**config.mk**
```make
export PLATFORM = sky130hd
export DESIGN_NAME = step_pulse_gen
export DESIGN_NICKNAME = d
export VERILOG_FILES = /design/src/rtl/step_pulse_gen.sv
export SDC_FILE = /design/constraint.sdc
export NUM_CORES = 1
export LEC_CHECK = 0
export CAP_MARGIN = 20
export CORE_MARGIN = 1.5
export CORE_UTILIZATION = 29
export CTS_CLUSTER_SIZE = 14
export DETAILED_ROUTE_END_ITERATION = 8
export PLACE_DENSITY = 0.46
export SLEW_MARGIN = 20
export SYNTH_ARGS = -nofsm -noshare
export SYNTH_HDL_FRONTEND = slang
export SYNTH_SLANG_ARGS = --single-unit
```
**constraint.sdc**
```tcl
create_clock -name clk -period 9.9 [get_ports clk]
set_input_delay 1.98 -clock clk [delete_from_list [all_inputs] [get_ports clk]]
set_output_delay 1.98 -clock clk [all_outputs]
set_load 0.005 [all_outputs]
```
**src/rtl/step_pulse_gen.sv**
```systemverilog
// Step/direction pulse generator for a stepper driver.
// Each period lasts P cycles: step high for floor(P/2) cycles, then low for
// the remainder. P and dir are latched only at period boundaries.
// Optional feature: define STEP_PULSE_GEN_COUNT_EN to add a signed position
// counter output (step_count).
module step_pulse_gen (
  input  logic        clk,
  input  logic        rst,
  input  logic        enable,
  input  logic        dir_in,
  input  logic [31:0] T_value,
  output logic        step,
  output logic        dir,
  output logic        busy,
  output logic        period_done
`ifdef STEP_PULSE_GEN_COUNT_EN
  ,
  output logic signed [31:0] step_count
`endif
);

  typedef enum logic [1:0] {IDLE = 2'd0, HIGH = 2'd1, LOW = 2'd2} state_t;

  state_t      r_state, w_state_nx;
  logic [31:0] r_cnt, w_cnt_nx;
  logic [31:0] r_per, w_per_nx;
  logic        r_dir, w_dir_nx;
  logic        r_step, r_busy, r_done;
  logic        w_latch;
  logic [31:0] w_clamp;
  logic [31:0] w_cnt_inc;
  logic [31:0] w_half;
  logic [31:0] w_last_nx;

  assign w_clamp   = (T_value < 32'd2) ? 32'd2 : T_value;
  assign w_cnt_inc = r_cnt + 32'd1;
  assign w_half    = r_per >> 1;
  assign w_last_nx = w_per_nx - 32'd1;

  // Next-state logic: latch a new period from IDLE or back-to-back at period end
  always_comb begin
    w_state_nx = r_state;
    w_cnt_nx   = r_cnt;
    w_per_nx   = r_per;
    w_dir_nx   = r_dir;
    w_latch    = 1'b0;
    case (r_state)
      IDLE: begin
        if (enable) w_latch = 1'b1;
      end
      default: begin
        if (r_cnt == r_per - 32'd1) begin
          if (enable) begin
            w_latch = 1'b1;
          end else begin
            w_state_nx = IDLE;
            w_cnt_nx   = 32'd0;
          end
        end else begin
          w_cnt_nx   = w_cnt_inc;
          w_state_nx = (w_cnt_inc < w_half) ? HIGH : LOW;
        end
      end
    endcase
    if (w_latch) begin
      w_state_nx = HIGH;
      w_cnt_nx   = 32'd0;
      w_per_nx   = w_clamp;
      w_dir_nx   = dir_in;
    end
  end

  // State, counter, latched period and registered outputs
  always_ff @(posedge clk or posedge rst) begin
    if (rst) begin
      r_state <= IDLE;
      r_cnt   <= 32'd0;
      r_per   <= 32'd2;
      r_dir   <= 1'b0;
      r_step  <= 1'b0;
      r_busy  <= 1'b0;
      r_done  <= 1'b0;
    end else begin
      r_state <= w_state_nx;
      r_cnt   <= w_cnt_nx;
      r_per   <= w_per_nx;
      r_dir   <= w_dir_nx;
      r_step  <= (w_state_nx == HIGH);
      r_busy  <= (w_state_nx != IDLE);
      r_done  <= (w_state_nx != IDLE) && (w_cnt_nx == w_last_nx);
    end
  end

  assign step        = r_step;
  assign dir         = r_dir;
  assign busy        = r_busy;
  assign period_done = r_done;

`ifdef STEP_PULSE_GEN_COUNT_EN
  logic signed [31:0] r_step_count;

  // Position counter moves on every latch, i.e. the edge where step rises
  always_ff @(posedge clk or posedge rst) begin
    if (rst) begin
      r_step_count <= 32'sd0;
    end else if (w_latch) begin
      r_step_count <= w_dir_nx ? (r_step_count + 32'sd1) : (r_step_count - 32'sd1);
    end
  end

  assign step_count = r_step_count;
`endif

endmodule

```
## After elaboration in Yosys (flattened, before gate mapping)

Index checks and enable logic that the tools add are counted.
W data, S select, Z words.

- Reduce and logical (&&, ||, !) cells: 3
- Add/sub/neg operators: 3
- Equal/unequal tests: 3
- Magnitude comparators: 2
- Muxes and demuxes: 14

Operator list:

| kind | count |
|---|---|
| $mux W32 | 6 |
| $eq A32 B32 Y1 | 2 |
| $sub A32 B1 Y32 const B | 2 |
| $add A32 B1 Y32 const B | 1 |
| $lt A32 B2 Y1 const B | 1 |
| $lt A32 B31 Y1 | 1 |
| $mux W2 | 5 |
| $mux W1 | 3 |
| $eq A2 B1 Y1 const B | 1 |
| $logic_not A2 Y1 | 1 |
| $reduce_bool A2 Y1 | 1 |
| $logic_and A1 B1 Y1 | 1 |

- Bits in registers: 70
- Word-level logic and storage cells: 32
- Output and inout bits: 4
- Input bits: 36

## Depth between registers and ports, before layout

Gate-level depths: netlist of run 1.

- Word-level depth: 8
- Mapped depth: 28
- Gate-level depth less buffers: 23

## Worst setup path after synthesis of run 1

No wires, ideal clock.

- Path kind: register -> register
- Start point: reg r_per[5]
- End point: reg r_done, in the netlist period_done
- Arrival time: 5661 ps
- Required time: 9804 ps
- Setup time: 96 ps
- Stages on the path, launching flop included: 26
- Path slack: 4143 ps
- Path through: dfrtp_1 > buf_6 > or4_1 > buf_2 > or4_4 > buf_6 > nor3_1 > mux4_2 > a211oi_2 > nand4_1 > nand2_2 > buf_4 > buf_4 > buf_4 > buf_4 > a21o_1 > ha_1 > nand4_1 > nand2b_1 > nor3_1 > mux2_2 > nand2_1 > or3_1 > a21boi_0 > o221ai_1 > nor4_2

- Word-level cells in the longest chain between the ends: 8
- Elaborated cells on any way between the ends: 17
- Classes of those cells: add/sub (2); order compare (1); eq/ne (2); mux (10); reduce/logical (2)

RTL lines:

| item | line | RTL |
|---|---|---|
| start, declared | 26 | `logic [31:0] r_per, w_per_nx;` |
| start signal, assigned | 86 | `r_per <= w_per_nx;` |
| $sub A32 B1 Y32 | 52 | `if (r_cnt == r_per - 32'd1) begin` |
| $eq A32 B32 Y1 | 52 |  |
| $mux W1 | 52 |  |
| $mux W1 | 47 | `case (r_state)` |
| $mux W32 | 65 | `if (w_latch) begin` |
| $sub A32 B1 Y32 | 38 | `assign w_last_nx = w_per_nx - 32'd1;` |
| $eq A32 B32 Y1 | 90 | `r_done <= (w_state_nx != IDLE) && (w_cnt_nx == w_last_nx);` |
| $logic_and A1 B1 Y1 (*) | 90 |  |
| end signal, assigned | 90 |  |
| end, declared | 28 | `logic r_step, r_busy, r_done;` |

Every way passes the cells marked *; elsewhere a longest branch is shown, timed or not.
A chain may end at the register's enable or synchronous reset.

## Final worst setup path of run 1

- Start point: reg r_per[8]
- End point: reg r_done, in the netlist period_done

Same word-level chain as after synthesis.

==> impl_metrics.ini, run 1 <==
[status]
status = complete, no violations

[layout]
area_delta_synth_final_pct = 12.4
nFillCells = 2537
insertedDiodeCount = 0
post-route-util = 0.333
final_cell_mix = dfrtp_1, nand2_1, xnor2_1, inv_1, o21ai_0
nNetsFinal = 941
layout_commonest_cell = dfrtp_1
layout-drive-gt1-share = 0.0673

[routing]
vias = 6709
wl_per_cell_um = 22.3
drt_first_iter_violations = 626
antenna_left = 0
firstDrtPassIters = 5
drc_errors = 0
via_per_inst = 5.61
totalWireLength_um = 26700

[critical_path]
startpoint_type = flop
crit-reg2reg-launch = r_per[8]$_DFF_PP0_
cp.arrival_ns = 6.92
r2r_slack_ns = 3.24
setup.worst_path.class = flop to flop
critPathMaxStageDelay_ns = 0.75
crit_buf_inv = 1
crit_end = period_done$_DFF_PP0_
end_kind = flop
worst_r2r_endpoint = period_done$_DFF_PP0_
path_delay_family = simple AND/OR/NAND/NOR gates
cp.depth = 19
cp_common_cell = nor3_1
cpMaxStageDelayCell = or4_1
worstPathRequired_ns = 10.16
path_cells = or4_1 > or4_4 > nor3_1 > mux4_2 > a211oi_2 > and4_1 > nor2_2 > buf_4 > a21oi_1 > ha_1 > nand4_1 > nand2b_1 > nor3_1 > mux2_2 > nand2_1 > or3_1 > a21boi_0 > o221ai_1 > nor4_2
crit_fanout = 18
reg2reg_depth = 19
crit_path_start = r_per[8]$_DFF_PP0_

[grt]
gr-total-overflow = 0
grt_pass1_vias = 6582
grt.total_usage = 0.222
use_met1 = 0.307
grt_max_degree = 71
antenna_found_initial = 0
grt_pass1_wl_um = 40800
met2_usage = 0.335
grt_most_used_layer = met2
grt_use_met3 = 0.0430

[logic_synthesis]
ys_seq_area_frac = 0.250
synth_top_area_cell = dfrtp_1
synth.area.top_cells = dfrtp_1, xnor2_1, ha_1
synth-edff-count = 0
syn-num-nets = 935
synth_seq_cells = 70
synth-main-ff-cell = dfrtp_1
syn_inst = 866
synth_cell_type_count = 83
yosysTopAreaCellShare = 0.246
synthArstFlopShare = 1.00
syn_avg_cell_area_um2 = 8.09
netlist_area_um2 = 7010
yosysWarnings = 0

[placement]
dp_hpwl_um = 20400
numPortBuffers = 39
globalplace.congestion = 0.888

[sta]
slew-limit-headroom = 0.343
finalCriticalPeriod_ns = 6.66
finalCritPeriodShare = 0.673
rsz0062_at_grt = false
finalSetupViolations = 0
slew_violations = 0
skew_ns = 0.00886
worstMarginPinSlew_ns = 0.971
max_freq_mhz = 150
hold_ws_ns = 0.476
hold_violations = 0
setup_tns_ns = 0

[pwr]
ir_drop_mv = 0.142
finalPower_mw = 2.01
power.density_nw_per_um2 = 255
power_leakage_nw = 3.25

[floorplanning]
start_util = 0.297
design.portCount = 40
core.rowCount = 56
core_um2 = 23600
die-width_um = 158
dieArea_um2 = 25100
die_h_um = 158

[clock_tree]
cts_buffer_depth = 2
htreeDepth = 3
root_buffer = clkbuf_16
ctsHoldBuffers = 0
cts_buffers = 9
clock_latency_ns = 0.35
cts.repair.resized = 0
cts_setup_buffers = 0
cts.clk_slew.worst_paths_ns = 0.06
cts_tree = built
clkSinkCount = 70

[min_path]
min_path_type = flop to flop

[run]
maxCapViolations = 0
-- worst min-delay path: stages, from the launching register on --
cell     delay, ns
dfrtp_1       0.35
nand2_1       0.05
nand2_1       0.05
-- area by class of cell --
class,instances,area [um^2],share of cell area
multi-input combinational,686,4760,0.604
sequential,70,1750,0.223
timing repair buffer,48,462,0.0586
tap,319,399,0.0507
clock buffer,11,233,0.0296
inverter,57,215,0.0273
clock inverter,5,52.6,0.00667
-- through the flow --
step / cell area, um^2 / cells / setup slack (ns)
after floorplan: 7010 / 866 / 4.14
after global placement: 7580 / 1180 / 3.10
after detailed placement: 7580 / 1180 / 2.93
after CTS: 7870 / 1196 / 3.29
after global routing: 7870 / 1196 / 2.81
final: 7870 / 1196 / 3.24
-- worst min-delay path by stage --
stage                            endpoint             from  cells after the start
after floorplan           dir$_DFFE_PP0N_  dir$_DFFE_PP0N_                      2
after global placement    dir$_DFFE_PP0N_  dir$_DFFE_PP0N_                      2
after detailed placement  dir$_DFFE_PP0N_  dir$_DFFE_PP0N_                      2
after CTS                 dir$_DFFE_PP0N_  dir$_DFFE_PP0N_                      2
after global routing      dir$_DFFE_PP0N_  dir$_DFFE_PP0N_                      2
final                     dir$_DFFE_PP0N_  dir$_DFFE_PP0N_                      2
-- metal layers --
metal,up-vias,routed length (um)
li1,3180,-
met1,3228,12300
met2,243,11600
met3,58,1860
met4,0,959
met5,-,0
-- kinds of logic after synthesis --
family,after synthesis,synth area share
and+or+nand+nor,343,0.277
xor gates and xnor gates,94,0.119
adders and majority gates,33,0.0589
DFF,70,0.250
AOI/OAI and AO/OA,191,0.184
muxes,25,0.0391
buffers and inverters,110,0.0721
-- power breakdown --
part | switching [mW] | internal, mW
Clock | 0.135 | 0.194
Combinational | 0.681 | 0.436
Sequential | 0.189 | 0.374
-- cell usage after synthesis, types with 4 or more instances --
master / count
dfrtp_1: 69
nand2_1: 67
inv_1: 57
xnor2_1: 57
o21ai_0: 52
nor2_1: 49
xor2_1: 36
ha_1: 33
nor3_1: 32
nand3_1: 31
a21oi_1: 30
nor4_1: 25
clkbuf_1: 24
nand4_1: 22
and3_1: 20
buf_4: 16
a21o_1: 15
mux2i_1: 15
or3_1: 13
or4_1: 13
nand2b_1: 12
o21a_1: 10
a22o_1: 9
a31oi_1: 8
buf_2: 8
nor2b_1: 8
and4_1: 7
mux2_2: 7
nor4b_1: 7
a21boi_0: 6
nand3b_1: 5
or2_2: 5
a211o_1: 4
a32o_1: 4
and2_1: 4
o211ai_1: 4
o21ai_1: 4
o22ai_1: 4
o31ai_1: 4
-- state kept, by name, indices dropped and copies added (netlist names) --
| register | cells |
|---|---|
| r_state | 2 |
| busy | 1 |
| r_cnt | 32 |
| step | 1 |
| period_done | 1 |
| dir | 1 |
| r_per | 32 |
(Power assumes the default switching activity.)
==> inputs of run 2 (changes only) <==
clock period = 6.69 ns   (was 9.9 ns; I/O delays follow)
==> impl_metrics.ini, run 2 (synthesis results as in run 1) <==
[status]
status = complete, no violations

[sta]
skew_ns = 0.00807
slew_violations = 0
setup_tns_ns = 0
slew-limit-headroom = 0.395
finalCritPeriodShare = 0.890
worstMarginPinSlew_ns = 0.894
max_freq_mhz = 168
fin_ws_ns = 0.737
hold_violations = 0
hold_ws_ns = 0.486
finalCriticalPeriod_ns = 5.95
finalSetupViolations = 0
rsz0062_at_grt = false

[run]
maxCapViolations = 0

[floorplanning]
core_um2 = 23600
core.rowCount = 56
start_util = 0.297
die-width_um = 158
dieArea_um2 = 25100
die_h_um = 158
design.portCount = 40

[placement]
numPortBuffers = 39
globalplace.congestion = 0.990
dp_hpwl_um = 20700
preCtsSetupSlack_ns = 0.652
place_area_um2 = 7670

[critical_path]
cpMaxStageDelayCell = or4_1
r2r_slack_ns = 0.74
path_cells = or4_1 > or4_4 > or4_1 > o2111ai_1 > nor4_2 > and4_1 > nor2_2 > buf_4 > nor2_1 > a21oi_1 > ha_1 > nand4_1 > nand2b_1 > nor3_1 > nor2_1 > mux2i_1 > xnor2_1 > o221ai_1 > and4bb_1 > nand4_1 > nor4_2
startpoint_type = flop
path_delay_family = simple AND/OR/NAND/NOR gates
crit_fanout = 23
critPathMaxStageDelay_ns = 0.71
cp.arrival_ns = 6.22
end_kind = flop
crit_buf_inv = 1
worstPathRequired_ns = 6.96
setup.worst_path.class = flop to flop

[layout]
final_cell_mix = dfrtp_1, nand2_1, xnor2_1, inv_1, o21ai_0
layout_commonest_cell = dfrtp_1
layout-drive-gt1-share = 0.0775
multi_input_area_um2 = 4750
area_delta_synth_final_pct = 13.6
nNetsFinal = 954
ff_latch_area_um2 = 1750
insertedDiodeCount = 0
top_regs = r_cnt x32, r_per x32, r_state x2
stdcell_area_um2 = 7960
nFillCells = 2522

[clock_tree]
clkSinkCount = 70
cts_tree = built
clock_latency_ns = 0.35
cts_buffer_depth = 2
ctsHoldBuffers = 0
cts.clk_slew.worst_paths_ns = 0.06
htreeDepth = 3
cts.repair.resized = 0
root_buffer = clkbuf_16
cts_setup_buffers = 0
cts_buffers = 9

[grt]
grt_pass1_vias = 6693
grt.total_usage = 0.223
antenna_found_initial = 0
grt_pass1_wl_um = 41400
grt_max_degree = 71
gr-total-overflow = 0

[routing]
wl_per_cell_um = 22.2
vias = 6823
firstDrtPassIters = 6
totalWireLength_um = 26800
drt_first_iter_violations = 546
via_per_inst = 5.64
drc_errors = 0
antenna_left = 0

[min_path]
min_path_type = flop to flop

[pwr]
finalPower_mw = 2.99
ir_drop_mv = 0.179
power_leakage_nw = 3.32
power.density_nw_per_um2 = 376
[run 2: where the power goes]
group	switching, mW	internal, mW	leakage (nW)
Combinational	1.03	0.667	2.28
Clock	0.197	0.283	0.137
Sequential	0.259	0.554	0.898
[run 2: layout make-up]
type / count / area share
multi-input combinational: 686 / 0.597
tap: 319 / 0.0501
sequential: 70 / 0.220
clock buffer: 16 / 0.0354
timing repair buffer: 61 / 0.0703
inverter: 57 / 0.0270
[run 2: path summary, 6_finish.rpt]
| path | startpoint | endpoint | cells past startpoint |
|---|---|---|---|
| worst min register to register | dir$_DFFE_PP0N_ | dir$_DFFE_PP0N_ | 2 |
| max in group asynchronous | rst | r_cnt[16]$_DFF_PP0_ | 3 |
| worst max-delay path | r_per[8]$_DFF_PP0_ | period_done$_DFF_PP0_ | 21 |
| worst max register to register | r_per[8]$_DFF_PP0_ | period_done$_DFF_PP0_ | 21 |
| min in group asynchronous | rst | r_cnt[3]$_DFF_PP0_ | 3 |
| worst min-delay path | dir$_DFFE_PP0N_ | dir$_DFFE_PP0N_ | 2 |
[run 2: metal layers]
layer / part of all wire / track usage
met5: 0 / 0
met4: 0.030 / 0.0797
met3: 0.062 / 0.0335
met2: 0.45 / 0.351
met1: 0.46 / 0.310
[run 2: worst reg2reg max path, cell delays in order, from the launching register on]
cell and delay, ns:
dfrtp_1 0.48, or4_1 0.71, or4_4 0.63, or4_1 0.49, o2111ai_1 0.13, nor4_2 0.11
and4_1 0.25, nor2_2 0.11, buf_4 0.32, nor2_1 0.09, a21oi_1 0.17, ha_1 0.34
nand4_1 0.25, nand2b_1 0.28, nor3_1 0.23, nor2_1 0.08, mux2i_1 0.18, xnor2_1 0.15
o221ai_1 0.14, and4bb_1 0.30, nand4_1 0.13, nor4_2 0.28
[run 2: stage by stage]
stage	instances	util
global route	1209	0.337
detailed placement	1193	0.325
finish	1209	0.337
CTS	1209	0.337
floorplan	866	-
global placement	1193	0.325
